===== config.mk =====
export PLATFORM = sky130hd
export DESIGN_NAME = sim_uart_tx
export DESIGN_NICKNAME = d
export VERILOG_FILES = /design/src/rtl/sim_uart_pkg.sv /design/src/rtl/sim_uart_fifo.sv /design/src/rtl/sim_uart_tx.sv
export SDC_FILE = /design/constraint.sdc
export NUM_CORES = 1
export LEC_CHECK = 0
export ABC_CLOCK_PERIOD_IN_PS = 7200
export CAP_MARGIN = 20
export CORE_ASPECT_RATIO = 1.2
export CORE_UTILIZATION = 45
export CTS_CLUSTER_SIZE = 8
export DETAILED_ROUTE_END_ITERATION = 10
export PLACE_DENSITY = 0.72
export SYNTH_ARGS = -nofsm -noshare
export SYNTH_HDL_FRONTEND = slang
export SYNTH_SLANG_ARGS = --single-unit

===== constraint.sdc =====
create_clock -name clk -period 7.2 [get_ports clk]
set_input_delay 0.72 -clock clk [delete_from_list [all_inputs] [get_ports clk]]
set_output_delay 0.72 -clock clk [all_outputs]
set_load 0.01 [all_outputs]

===== src/rtl/sim_uart_pkg.sv =====
// Shared types and line levels for the simulated UART transmitter.
// Optional parity support in sim_uart_tx is enabled by defining SIM_UART_TX_PARITY_EN.
package sim_uart_pkg;

    typedef enum logic [2:0] {
        IDLE,
        START,
        DATA,
        PARITY,
        STOP
    } state_t;

    localparam int   DATA_BITS   = 8;
    localparam logic IDLE_LEVEL  = 1'b1;
    localparam logic START_LEVEL = 1'b0;
    localparam logic STOP_LEVEL  = 1'b1;

endpackage


===== src/rtl/sim_uart_fifo.sv =====
// Character buffer: push/pop FIFO, zero-cycle read of the head entry.
// A push into a full FIFO succeeds only when a pop happens in the same cycle; otherwise o_drop flags it.
module sim_uart_fifo #(
    parameter int DEPTH = 8,
    parameter int WIDTH = 8
) (
    input  logic             i_clk,
    input  logic             i_rst_n,
    input  logic             i_push,
    input  logic [WIDTH-1:0] i_dat,
    input  logic             i_pop,
    output logic [WIDTH-1:0] o_dat,
    output logic             o_full,
    output logic             o_empty,
    output logic             o_drop
);
    localparam int AW = $clog2(DEPTH);

    logic [WIDTH-1:0] r_mem [DEPTH];
    logic [AW:0]      r_wr_ptr;
    logic [AW:0]      r_rd_ptr;
    logic             w_wr_en;
    logic             w_rd_en;

    // Extra pointer MSB distinguishes full from empty when the indices match.
    assign o_empty = (r_wr_ptr == r_rd_ptr);
    assign o_full  = (r_wr_ptr[AW] != r_rd_ptr[AW]) &&
                     (r_wr_ptr[AW-1:0] == r_rd_ptr[AW-1:0]);

    assign w_rd_en = i_pop && !o_empty;
    assign w_wr_en = i_push && (!o_full || w_rd_en);
    assign o_drop  = i_push && o_full && !w_rd_en;
    assign o_dat   = r_mem[r_rd_ptr[AW-1:0]];

    always_ff @(posedge i_clk) begin
        if (!i_rst_n) begin
            r_wr_ptr <= '0;
            r_rd_ptr <= '0;
        end else begin
            if (w_wr_en) begin
                r_wr_ptr <= r_wr_ptr + {{AW{1'b0}}, 1'b1};
            end
            if (w_rd_en) begin
                r_rd_ptr <= r_rd_ptr + {{AW{1'b0}}, 1'b1};
            end
        end
    end

    always_ff @(posedge i_clk) begin
        if (w_wr_en) begin
            r_mem[r_wr_ptr[AW-1:0]] <= i_dat;
        end
    end

endmodule


===== src/rtl/sim_uart_tx.sv =====
// Simulated UART transmitter: buffers MMIO characters and sends 8N1 frames on tx (8E1 with SIM_UART_TX_PARITY_EN).
// Push-to-start-bit latency is two cycles; characters pushed into a full FIFO without a same-cycle pop are dropped.
module sim_uart_tx
    import sim_uart_pkg::*;
#(
    parameter int CLKS_PER_BIT = 16,
    parameter int FIFO_DEPTH   = 8
) (
    input  logic       clk,
    input  logic       rst,
    input  logic [7:0] char_in,
    input  logic       char_valid,
    output logic       tx,
    output logic       busy,
    output logic       fifo_full,
    output logic       overflow
);
    localparam int                BAUD_W    = $clog2(CLKS_PER_BIT);
    localparam logic [BAUD_W-1:0] BAUD_LAST = BAUD_W'(CLKS_PER_BIT - 1);
    localparam logic [2:0]        BIT_LAST  = 3'(DATA_BITS - 1);

    state_t            r_state;
    logic [BAUD_W-1:0] r_baud;
    logic [2:0]        r_bit_idx;
    logic [7:0]        r_shift;
    logic              r_tx;
    logic              r_overflow;
`ifdef SIM_UART_TX_PARITY_EN
    logic              r_parity;
`endif

    logic [7:0]        w_head;
    logic              w_full;
    logic              w_empty;
    logic              w_drop;
    logic              w_pop;
    logic              w_baud_wrap;

    assign w_pop       = (r_state == IDLE) && !w_empty;
    assign w_baud_wrap = (r_baud == BAUD_LAST);

    sim_uart_fifo #(
        .DEPTH (FIFO_DEPTH),
        .WIDTH (DATA_BITS)
    ) u_fifo (
        .i_clk   (clk),
        .i_rst_n (rst),
        .i_push  (char_valid),
        .i_dat   (char_in),
        .i_pop   (w_pop),
        .o_dat   (w_head),
        .o_full  (w_full),
        .o_empty (w_empty),
        .o_drop  (w_drop)
    );

    // tx is registered: each transition loads the level of the bit being entered.
    always_ff @(posedge clk) begin
        if (!rst) begin
            r_state   <= IDLE;
            r_baud    <= '0;
            r_bit_idx <= '0;
            r_shift   <= '0;
            r_tx      <= IDLE_LEVEL;
        end else begin
            case (r_state)
                IDLE: begin
                    r_tx   <= IDLE_LEVEL;
                    r_baud <= '0;
                    if (w_pop) begin
                        r_shift <= w_head;
                        r_state <= START;
                        r_tx    <= START_LEVEL;
                    end
                end
                START: begin
                    if (w_baud_wrap) begin
                        r_baud    <= '0;
                        r_bit_idx <= '0;
                        r_state   <= DATA;
                        r_tx      <= r_shift[0];
                    end else begin
                        r_baud <= r_baud + BAUD_W'(1);
                    end
                end
                DATA: begin
                    if (w_baud_wrap) begin
                        r_baud  <= '0;
                        r_shift <= r_shift >> 1;
                        if (r_bit_idx == BIT_LAST) begin
`ifdef SIM_UART_TX_PARITY_EN
                            r_state <= PARITY;
                            r_tx    <= r_parity;
`else
                            r_state <= STOP;
                            r_tx    <= STOP_LEVEL;
`endif
                        end else begin
                            r_bit_idx <= r_bit_idx + 3'd1;
                            r_tx      <= r_shift[1];
                        end
                    end else begin
                        r_baud <= r_baud + BAUD_W'(1);
                    end
                end
`ifdef SIM_UART_TX_PARITY_EN
                PARITY: begin
                    if (w_baud_wrap) begin
                        r_baud  <= '0;
                        r_state <= STOP;
                        r_tx    <= STOP_LEVEL;
                    end else begin
                        r_baud <= r_baud + BAUD_W'(1);
                    end
                end
`endif
                STOP: begin
                    if (w_baud_wrap) begin
                        r_baud  <= '0;
                        r_state <= IDLE;
                        r_tx    <= IDLE_LEVEL;
                    end else begin
                        r_baud <= r_baud + BAUD_W'(1);
                    end
                end
                default: begin
                    r_state <= IDLE;
                    r_baud  <= '0;
                    r_tx    <= IDLE_LEVEL;
                end
            endcase
        end
    end

`ifdef SIM_UART_TX_PARITY_EN
    // Even parity is captured at pop time, before the shift register is consumed.
    always_ff @(posedge clk) begin
        if (!rst) begin
            r_parity <= 1'b0;
        end else if (w_pop) begin
            r_parity <= ^w_head;
        end
    end
`endif

    always_ff @(posedge clk) begin
        if (!rst) begin
            r_overflow <= 1'b0;
        end else if (w_drop) begin
            r_overflow <= 1'b1;
        end
    end

    assign tx        = r_tx;
    assign busy      = (r_state != IDLE) || !w_empty;
    assign fifo_full = w_full;
    assign overflow  = r_overflow;

endmodule


== Yosys cells after proc, flatten, opt, wreduce, memory -nomap -nowiden ==
Memory sizes are Yosys's and may differ from the RTL's. A register that Yosys moved wholly into a read port is not among the register bits.
Cells that the tools add are included.
Widths: inputs -> output; s select.

* Flip-flop bits (word level): 28
* RAM bits: 64
* Input port bits: 11
* Output and inout bits: 4
* Memories: 1

* Add/subtract/negate cells: 4
* Equality and inequality tests: 14
* Mux-type cells: 22
* Bitwise operators: 2
* Reductions and logical operators: 21

{| class="wikitable"
|+ Memory list
! memory !! words !! bits a word !! rd ports !! clocked after Yosys merged registers in !! wr ports !! line !! RTL
|-
| u_fifo.r_mem || 8 || 8 || 1 || 1 || 1 || sim_uart_fifo.sv:19 || <nowiki>logic [WIDTH-1:0] r_mem [DEPTH];</nowiki>
|}

{| class="wikitable"
|+ Operators with widths
! cell !! number
|-
| $mux 3 || 9
|-
| $mux 8 || 2
|-
| $pmux 8 s2 || 1
|-
| $add 4x1->4 const B || 3
|-
| $pmux 3 s4 || 1
|-
| $ne 2x2->1 const B || 5
|-
| $mux 1 || 7
|-
| $eq 3x3->1 const B || 2
|-
| $logic_and 1x1->1 || 6
|-
| $pmux 3 s2 || 1
|-
| $reduce_and 3->1 || 2
|-
| $reduce_or 3->1 || 2
|-
| $reduce_and 5->1 || 1
|-
| $eq 4x4->1 || 1
|-
| $eq 4x4->1 const B || 1
|-
| $pmux 1 s4 || 1
|-
| $reduce_and 4->1 || 1
|-
| $reduce_bool 2->1 || 2
|-
| $add 3x1->3 const B || 1
|-
| $eq 3x1->1 const B || 1
|-
| $eq 3x2->1 const B || 1
|-
| $eq 3x3->1 || 1
|-
| $logic_not 1->1 || 3
|-
| $logic_not 3->1 || 1
|-
| 5 further kinds || 7
|}

== Longest topological paths before layout ==
Gate-level depths: netlist of the first run.

* Depth after elaboration: 8
* Gate-level depth with buffers: 7
* Depth with buffers taken out: 6

== By module ==
A second synthesis of the first run with hierarchy kept.

* Cell total of the unflattened synthesis: 272
* Area, all modules: 3961.3 um2

{| class="wikitable"
|+ By module, submodules not included
! module !! instances !! cells each !! area each (um2) !! sequential area each (um2)
|-
| sim_uart_fifo || 1 || 165 || 2995.4 || 2142.1
|-
| sim_uart_tx || 1 || 107 || 965.9 || 400.4
|}

== Worst setup path after synthesis of the first run ==
OpenSTA, ideal clock, no wires.

* Path type: flip-flop to flip-flop
* From: register r_state[0]
* To: memory u_fifo.r_mem[0][0] (enable)
* Library setup time: 0.395 ns
* Arrival time: 1.877 ns
* Required time: 6.805 ns
* Setup slack: 4.929 ns
* Stages on the path, launching flop included: 6
* Path buffers: 2
* Clock period less this slack: 2.271 ns
* Path through: dfxtp_1 > buf_2 > clkbuf_1 > nor3_1 > o21ai_2 > nor4_1

* Longest elaborated chain between the ends: 7

{| class="wikitable"
|+ RTL lines
! what !! line !! RTL
|-
| start: declaration || sim_uart_tx.sv:22 || <nowiki>state_t r_state;</nowiki>
|-
| start signal: assignment || sim_uart_tx.sv:60 || <nowiki>r_state <= IDLE;</nowiki>
|-
| start signal: assignment || sim_uart_tx.sv:72 || <nowiki>r_state <= START;</nowiki>
|-
| start signal: assignment || sim_uart_tx.sv:80 || <nowiki>r_state <= DATA;</nowiki>
|-
| $logic_not 3->1 || sim_uart_tx.sv:39 || <nowiki>assign w_pop = (r_state == IDLE) && !w_empty;</nowiki>
|-
| $logic_and 1x1->1 || sim_uart_tx.sv:39 ||
|-
| $logic_and 1x1->1 || sim_uart_fifo.sv:30 || <nowiki>assign w_rd_en = i_pop && !o_empty;</nowiki>
|-
| $logic_or 1x1->1 || sim_uart_fifo.sv:31 || <nowiki>assign w_wr_en = i_push && (!o_full || w_rd_en);</nowiki>
|-
| $logic_and 1x1->1 || sim_uart_fifo.sv:31 ||
|-
| $mux 1 || sim_uart_fifo.sv:50 || <nowiki>if (w_wr_en) begin</nowiki>
|-
| $mux 1 (not written as such) || sim_uart_fifo.sv:51 || <nowiki>r_mem[r_wr_ptr[AW-1:0]] <= i_dat;</nowiki>
|-
| end: declaration || sim_uart_fifo.sv:19 ||
|}

Every way passes these cells.

== Worst setup path in the final report of the first run ==
* From: register u_fifo.r_wr_ptr[2]
* To: output port fifo_full

* Longest elaborated chain between the ends: 2

{| class="wikitable"
|+ RTL lines
! what !! line !! RTL
|-
| start: declaration || sim_uart_fifo.sv:20 || <nowiki>logic [AW:0] r_wr_ptr;</nowiki>
|-
| start signal: assignment || sim_uart_fifo.sv:41 || <nowiki>r_wr_ptr <= r_wr_ptr + {{AW{1'b0}}, 1'b1};</nowiki>
|-
| $eq 3x3->1 || sim_uart_fifo.sv:28 || <nowiki>(r_wr_ptr[AW-1:0] == r_rd_ptr[AW-1:0]);</nowiki>
|-
| $logic_and 1x1->1 || sim_uart_fifo.sv:27 || <nowiki>assign o_full = (r_wr_ptr[AW] != r_rd_ptr[AW]) &&</nowiki>
|-
| end: declaration || sim_uart_tx.sv:15 || <nowiki>output logic fifo_full,</nowiki>
|}

Every way passes these cells.

==> results of run 1 <==
[area by class of cell]
type | count | area [um^2]
clock inverter | 6 | 93.8
fill | 724 | 4150
multi-input combinational | 185 | 1400
sequential | 95 | 2540
tap | 117 | 146
timing repair buffer | 20 | 178
inverter | 5 | 18.8
clock buffer | 10 | 128
[cell families (layout without fill, tap and decap cells)]
logic type	Yosys count	after routing
AND/OR/NAND/NOR	84	84
multiplexers	41	41
AO/OA/AOI/OAI	46	46
XOR/XNOR	9	9
buffers and inverters	23	41
adder cells (fa/ha/maj)	5	5
flip-flops	95	95
[layer usage]
metal  GRT usage, %  up-vias  wire (um)
met4           6.22        0         89
met1           21.4     1143       3180
li1               -     1165          -
met2           28.9       34       3710
met5              0        -          0
met3           4.04        8        194
[sequential cells by signal (all words and copies together) (netlist names), named ones only]
register,cells
u_fifo.r_rd_ptr,4
r_bit_idx,3
tx,1
r_shift,8
u_fifo.r_mem,64
r_state,3
r_baud,4
overflow,1
u_fifo.r_wr_ptr,4
[metrics by stage]
step	power [mW]	setup WS, ns
6_report	1.34	4.27
5_1_grt	1.41	4.12
4_1_cts	1.35	4.25
3_5_place_dp	0.977	4.35
3_3_place_gp	0.969	4.32
2_1_floorplan	0.911	4.93
[worst min-delay path by stage]
stage,from,to,slack [ns],depth (start not counted)
detailed placement,r_baud[0],r_baud[0],0.45,1
global route,r_baud[0],r_baud[0],0.50,1
floorplan,r_baud[0],r_baud[0],0.42,1
CTS,r_baud[0],r_baud[0],0.47,1
global placement,r_baud[0],r_baud[0],0.44,1
finish,r_baud[0],r_baud[0],0.46,1
[where the power goes]
| part | total, mW | switching, mW | internal, mW |
|---|---|---|---|
| clock | 0.377 | 0.179 | 0.198 |
| combinational | 0.293 | 0.163 | 0.130 |
| sequential | 0.671 | 0.0411 | 0.630 |
| total | 1.34 | 0.383 | 0.958 |
[Yosys cell counts, types with 2 or more instances]
library cell  count
a21oi_1           3
a22oi_1          14
a31oi_1           9
and2_0            2
and2_1            4
buf_2             6
buf_4             4
buf_6             2
clkbuf_1          6
dfxtp_1          31
edfxtp_1         64
ha_1              5
inv_1             5
mux2i_1          39
mux4_2            2
nand2_1          17
nand2b_1          8
nand3_1          10
nand4_1           4
nor2_1           12
nor2b_1           6
nor3_1            8
nor3b_1           3
nor4_1            2
o211ai_1          2
o21ai_0           4
o31ai_1           7
or3b_2            2
xnor2_1           5
xor2_1            4
==> key figures, run 1 <==
Outcome
  • Status: finished clean

CTS
  • Post-CTS setup buffers: 0
  • CTS max path bufs: 2
  • Clock Latency Late Sink: 0.35 ns
  • Hold_buf cts: 0
  • H-tree Lvls: 3
  • CTS tree: built
  • Clock transition at path regs: 0.08 ns
  • CTS Root Buffer Type: clkbuf_8
  • Total clock sinks: 95
  • TritonCTS buffer count: 9
  • Gates resized, CTS repair: 0

Global routing
  • Total grt overflow: 0
  • Vias in the first global route: 2323
  • GR Util All Layers: 17.2%
  • Pin count of the biggest net entering global routing: 32
  • First-pass GRT wire length: 11800 um
  • Initial antenna violation count: 0

Routing
  • Antenna Nets Post-Route: 0
  • Drt drc: 0
  • Via Count: 2350
  • Number of vias per cell: 5.37
  • First drt pass iteration count: 4
  • Drt total wl: 7170 um
  • Starting DRC count in detailed routing: 80
  • DR WL/cell: 16.4 um

Placement
  • Placer Congestion: 0.768
  • DP HPWL: 4930 um
  • Inst Count DP: 418
  • Placed cell area: 4260 um^2
  • Port Buffer Count: 14

Synthesis
  • Synth area leader: edfxtp_1
  • Multiplexer share of the synthesized area: 10.7%
  • Simple-Gate Fraction of Synth Area: 11.4%
  • Synth warnings: 0
  • Yosys reg bits: 95
  • Mapped Cells: 303
  • Dominant synthesized flop cell: edfxtp_1
  • Ys async rst share: 0%
  • Number of synthesized flops with an enable pin: 64
  • Netlist Area Pre-Place: 4060 um^2
  • Synth Area per Inst: 13.4 um^2
  • Main combinational cell family by area after synthesis: simple AND/OR/NAND/NOR gates
  • Post-synthesis adder-cell area fraction: 1.54%
  • Syn_nets: 319
  • Cell variety after synth: 43
  • Top post-synthesis cells by area: edfxtp_1, dfxtp_1, mux2i_1
  • Sequential area share after synthesis: 62.6%
  • Compound-gate portion of the synthesized area: 8.72%
  • Synth top area share: 47.3%
  • Xor and xnor area share after synthesis: 1.94%

Critical path
  • Worst EP arrival: 2.21 ns
  • Stages on worst setup path: 4
  • Crit path cell chain: xnor2_1, nand4_1, inv_1, clkdlybuf4s50_1
  • CP required: 6.48 ns
  • R2r worst-path depth: 4
  • WS Path Type: reg -> out
  • Reg-to-reg slack, setup: 4.90 ns
  • CP max-delay cell: dfxtp_1
  • Crit path from: u_fifo.r_wr_ptr[2]
  • Crit path launch type: flop
  • CP endpoint kind: output port
  • Worst reg2reg startpoint: u_fifo.r_wr_ptr[2]
  • R2r endpoint: u_fifo.r_mem[7][5]
  • Worst path max stage delay: 0.58 ns
  • Worst Path Max Fanout: 10
  • Buf/Inv on CP: 2
  • CP endpoint: fifo_full
  • Worst path top cell family by delay: buffers and inverters

Power and ir drop
  • PD cells: 298 nW/um^2
  • Maximum VDD drop: 0.0987 mV
  • Pleak: 1.50 nW

Die
  • Die height: 106 um
  • Die Wd: 88.7 um
  • Initial Utilization: 46.9%
  • I/O Pins: 15
  • Rows: 37
  • Core ar.: 8660 um^2
  • Die ar.: 9410 um^2

STA
  • Setup TNS: 0 ns
  • Fin. Hold Viols: 0
  • Slew @ Worst Pin: 1.00 ns
  • Slew Limit Fails: 0
  • RSZ-0062 raised after global routing: false
  • Crit share post-route: 40.7%
  • Final setup viols: 0
  • WHS: 0.456 ns
  • Max_slew headroom: 33.1%
  • Min cycle time layout: 2.93 ns
  • Fmax: 341 MHz
  • Clock Skews: 0.00910 ns

Final layout
  • Post-layout util: 52.1%
  • Ant diodes: 0
  • Commonest non-fill, non-tap cell in the layout: edfxtp_1
  • Share of layout cells above drive strength 1: 10.3%
  • Layout area overhead: 11.0%
  • Most frequent cells in the layout: edfxtp_1, mux2i_1, dfxtp_1
  • Fin area: 4510 um^2
  • Net count, final: 332
  • Cell Count, Final, Fillers Out: 438

Flow run
  • Max_cap viols: 0

Min path
  • Hold Crit Class: reg -> reg
Power figures use the tool's default switching activity.
==> run 2, diff against run 1 <==
--- a/config.mk
+++ b/config.mk
@@ -5,7 +5,7 @@
 export SDC_FILE = /design/constraint.sdc
 export NUM_CORES = 1
 export LEC_CHECK = 0
-export ABC_CLOCK_PERIOD_IN_PS = 7200
+export ABC_CLOCK_PERIOD_IN_PS = 2800
 export CAP_MARGIN = 20
 export CORE_ASPECT_RATIO = 1.2
 export CORE_UTILIZATION = 45
==> constraint.sdc (replaced) <==
create_clock -name clk -period 2.8 [get_ports clk]
set_input_delay 0.28 -clock clk [delete_from_list [all_inputs] [get_ports clk]]
set_output_delay 0.28 -clock clk [all_outputs]
set_load 0.01 [all_outputs]
==> key figures, run 2 (synthesis results as in run 1) <==
Outcome
  • Status: finished clean

CTS
  • TritonCTS buffer count: 9
  • Gates resized, CTS repair: 0
  • CTS Root Buffer Type: clkbuf_8
  • Hold_buf cts: 0
  • CTS tree: built
  • Clock Latency Late Sink: 0.37 ns
  • Post-CTS setup buffers: 0
  • Clock transition at path regs: 0.10 ns
  • CTS max path bufs: 2
  • Total clock sinks: 95
  • H-tree Lvls: 3

Final layout
  • Fill count: 771
  • Most frequent cells in the layout: edfxtp_1, mux2i_1, dfxtp_1
  • Net count, final: 337
  • Largest register FFs: 64
  • Ant diodes: 0
  • Share of layout cells above drive strength 1: 11.7%
  • Commonest non-fill, non-tap cell in the layout: edfxtp_1
  • Fin area: 4530 um^2
  • Layout area overhead: 11.6%

Critical path
  • CP max-delay cell: clkdlybuf4s50_1
  • Crit path cell chain: xnor2_1, nand4_1, inv_1, clkdlybuf4s50_1
  • R2r worst-path depth: 5
  • CP required: 2.52 ns
  • Stages on worst setup path: 4
  • Crit path from: u_fifo.r_wr_ptr[0]
  • Crit path launch type: flop
  • Worst path top cell family by delay: buffers and inverters
  • Worst EP arrival: 2.24 ns
  • WS Path Type: reg -> out
  • Worst Path Max Fanout: 10
  • CP endpoint kind: output port
  • CP endpoint: fifo_full
  • Worst reg2reg startpoint: u_fifo.r_wr_ptr[0]
  • Buf/Inv on CP: 2
  • Reg-to-reg slack, setup: 0.70 ns
  • R2r endpoint: u_fifo.r_mem[2][1]
  • Worst path max stage delay: 0.55 ns

STA
  • Clock Skews: 0.00949 ns
  • Fmax: 397 MHz
  • Slew Limit Fails: 0
  • Slew @ Worst Pin: 0.654 ns
  • Max_slew headroom: 56.3%
  • Crit share post-route: 89.9%
  • Setup TNS: 0 ns
  • WHS: 0.460 ns
  • Min cycle time layout: 2.52 ns
  • Final setup viols: 0
  • Fin. Hold Viols: 0
  • RSZ-0062 raised after global routing: false

Routing
  • Antenna Nets Post-Route: 0
  • Via Count: 2388
  • Number of vias per cell: 5.39
  • Drt total wl: 7270 um
  • Starting DRC count in detailed routing: 80
  • DR WL/cell: 16.4 um
  • Drt drc: 0
  • First drt pass iteration count: 4

Power and ir drop
  • Pleak: 1.53 nW
  • Clk pwr share: 27.3%
  • Internal Power: 2.38 mW
  • PD cells: 752 nW/um^2
  • Net switching power: 1.03 mW
  • Sw Share: 30.1%
  • Flop pwr share: 50.7%
  • Power Total: 3.41 mW
  • Maximum VDD drop: 0.297 mV
  • Comb power frac: 21.9%

Global routing
  • Gr busiest metal: met2
  • Met2 global-route usage: 27.3%
  • First-pass GRT wire length: 11900 um
  • Total grt overflow: 0
  • Global-route met1 utilization: 22.7%
  • GR Util All Layers: 17.3%
  • Met3 track demand over resource: 3.96%
  • Initial antenna violation count: 0
  • Vias in the first global route: 2327
  • Pin count of the biggest net entering global routing: 29

Placement
  • Placer Congestion: 0.753
  • Placed cell area: 4330 um^2
  • DP HPWL: 4870 um
  • Port Buffer Count: 14

Die
  • I/O Pins: 15
  • Die Wd: 88.7 um
  • Die ar.: 9410 um^2
  • Die height: 106 um
  • Rows: 37
  • Core ar.: 8660 um^2
  • Initial Utilization: 46.9%

Min path
  • Hold Crit Class: reg -> reg

Flow run
  • Max_cap viols: 0
==> run 2: cell types whose count changed in the layout (fill, tap and decap cells not counted), moves of 2 or more <==
cell | previous run | this run
buf_2 | 3 | 0
clkinv_4 | 2 | 0
inv_8 | 0 | 2
buf_4 | 3 | 11
==> run 2: power groups by stage <==
stage / Clock, mW / Sequential, mW / Combinational [mW]
2_1_floorplan: 0 / 1.72 / 0.624
3_3_place_gp: 0 / 1.75 / 0.745
3_5_place_dp: 0 / 1.76 / 0.756
4_1_cts: 0.952 / 1.73 / 0.758
5_1_grt: 1.01 / 1.75 / 0.838
6_report: 0.932 / 1.73 / 0.747
==> run 2: routing by layer <==
layer  part of all wire, %  vias up
met1                    45     1155
met2                    49       43
met5                     0        -
met3                   3.4       12
met4                   2.3        0
li1                      -     1178
==> run 2: worst min-delay path by stage <==
stage / start / to / slack, ns / depth (start not counted)
2_1_floorplan: char_in[0] / u_fifo.r_mem[0][0] / 0.38 / 0
3_3_place_gp: r_baud[0] / r_baud[0] / 0.43 / 1
3_5_place_dp: r_baud[0] / r_baud[0] / 0.44 / 1
4_1_cts: r_baud[0] / r_baud[0] / 0.46 / 1
5_1_grt: r_baud[0] / r_baud[0] / 0.50 / 1
6_report: r_baud[0] / r_baud[0] / 0.46 / 1
==> run 2: per-stage QoR <==
stage	utilization, %	cells	setup WS, ns
floorplan	-	303	0.529
global placement	50.0	427	0.806
detailed placement	50.0	427	0.707
CTS	52.4	443	0.283
global route	52.4	443	0.128
finish	52.4	443	0.282
==> run 2: layout make-up <==
cell class,instances,area [um^2],area share (%)
clock buffer,9,124,2.73
inverter,5,18.8,0.414
tap,117,146,3.23
timing repair buffer,25,223,4.91
clock inverter,7,78.8,1.74
sequential,95,2540,56.1
multi-input combinational,185,1400,30.9
==> run 2: worst reg2reg max path: cells and delay by family, from the launching register on <==
family | cells | cell delay (ns)
compound gates | 1 | 0.38
simple gates | 2 | 0.42
xor+xnor | 1 | 0.41
buf+inv | 1 | 0.21
flops | 1 | 0.43
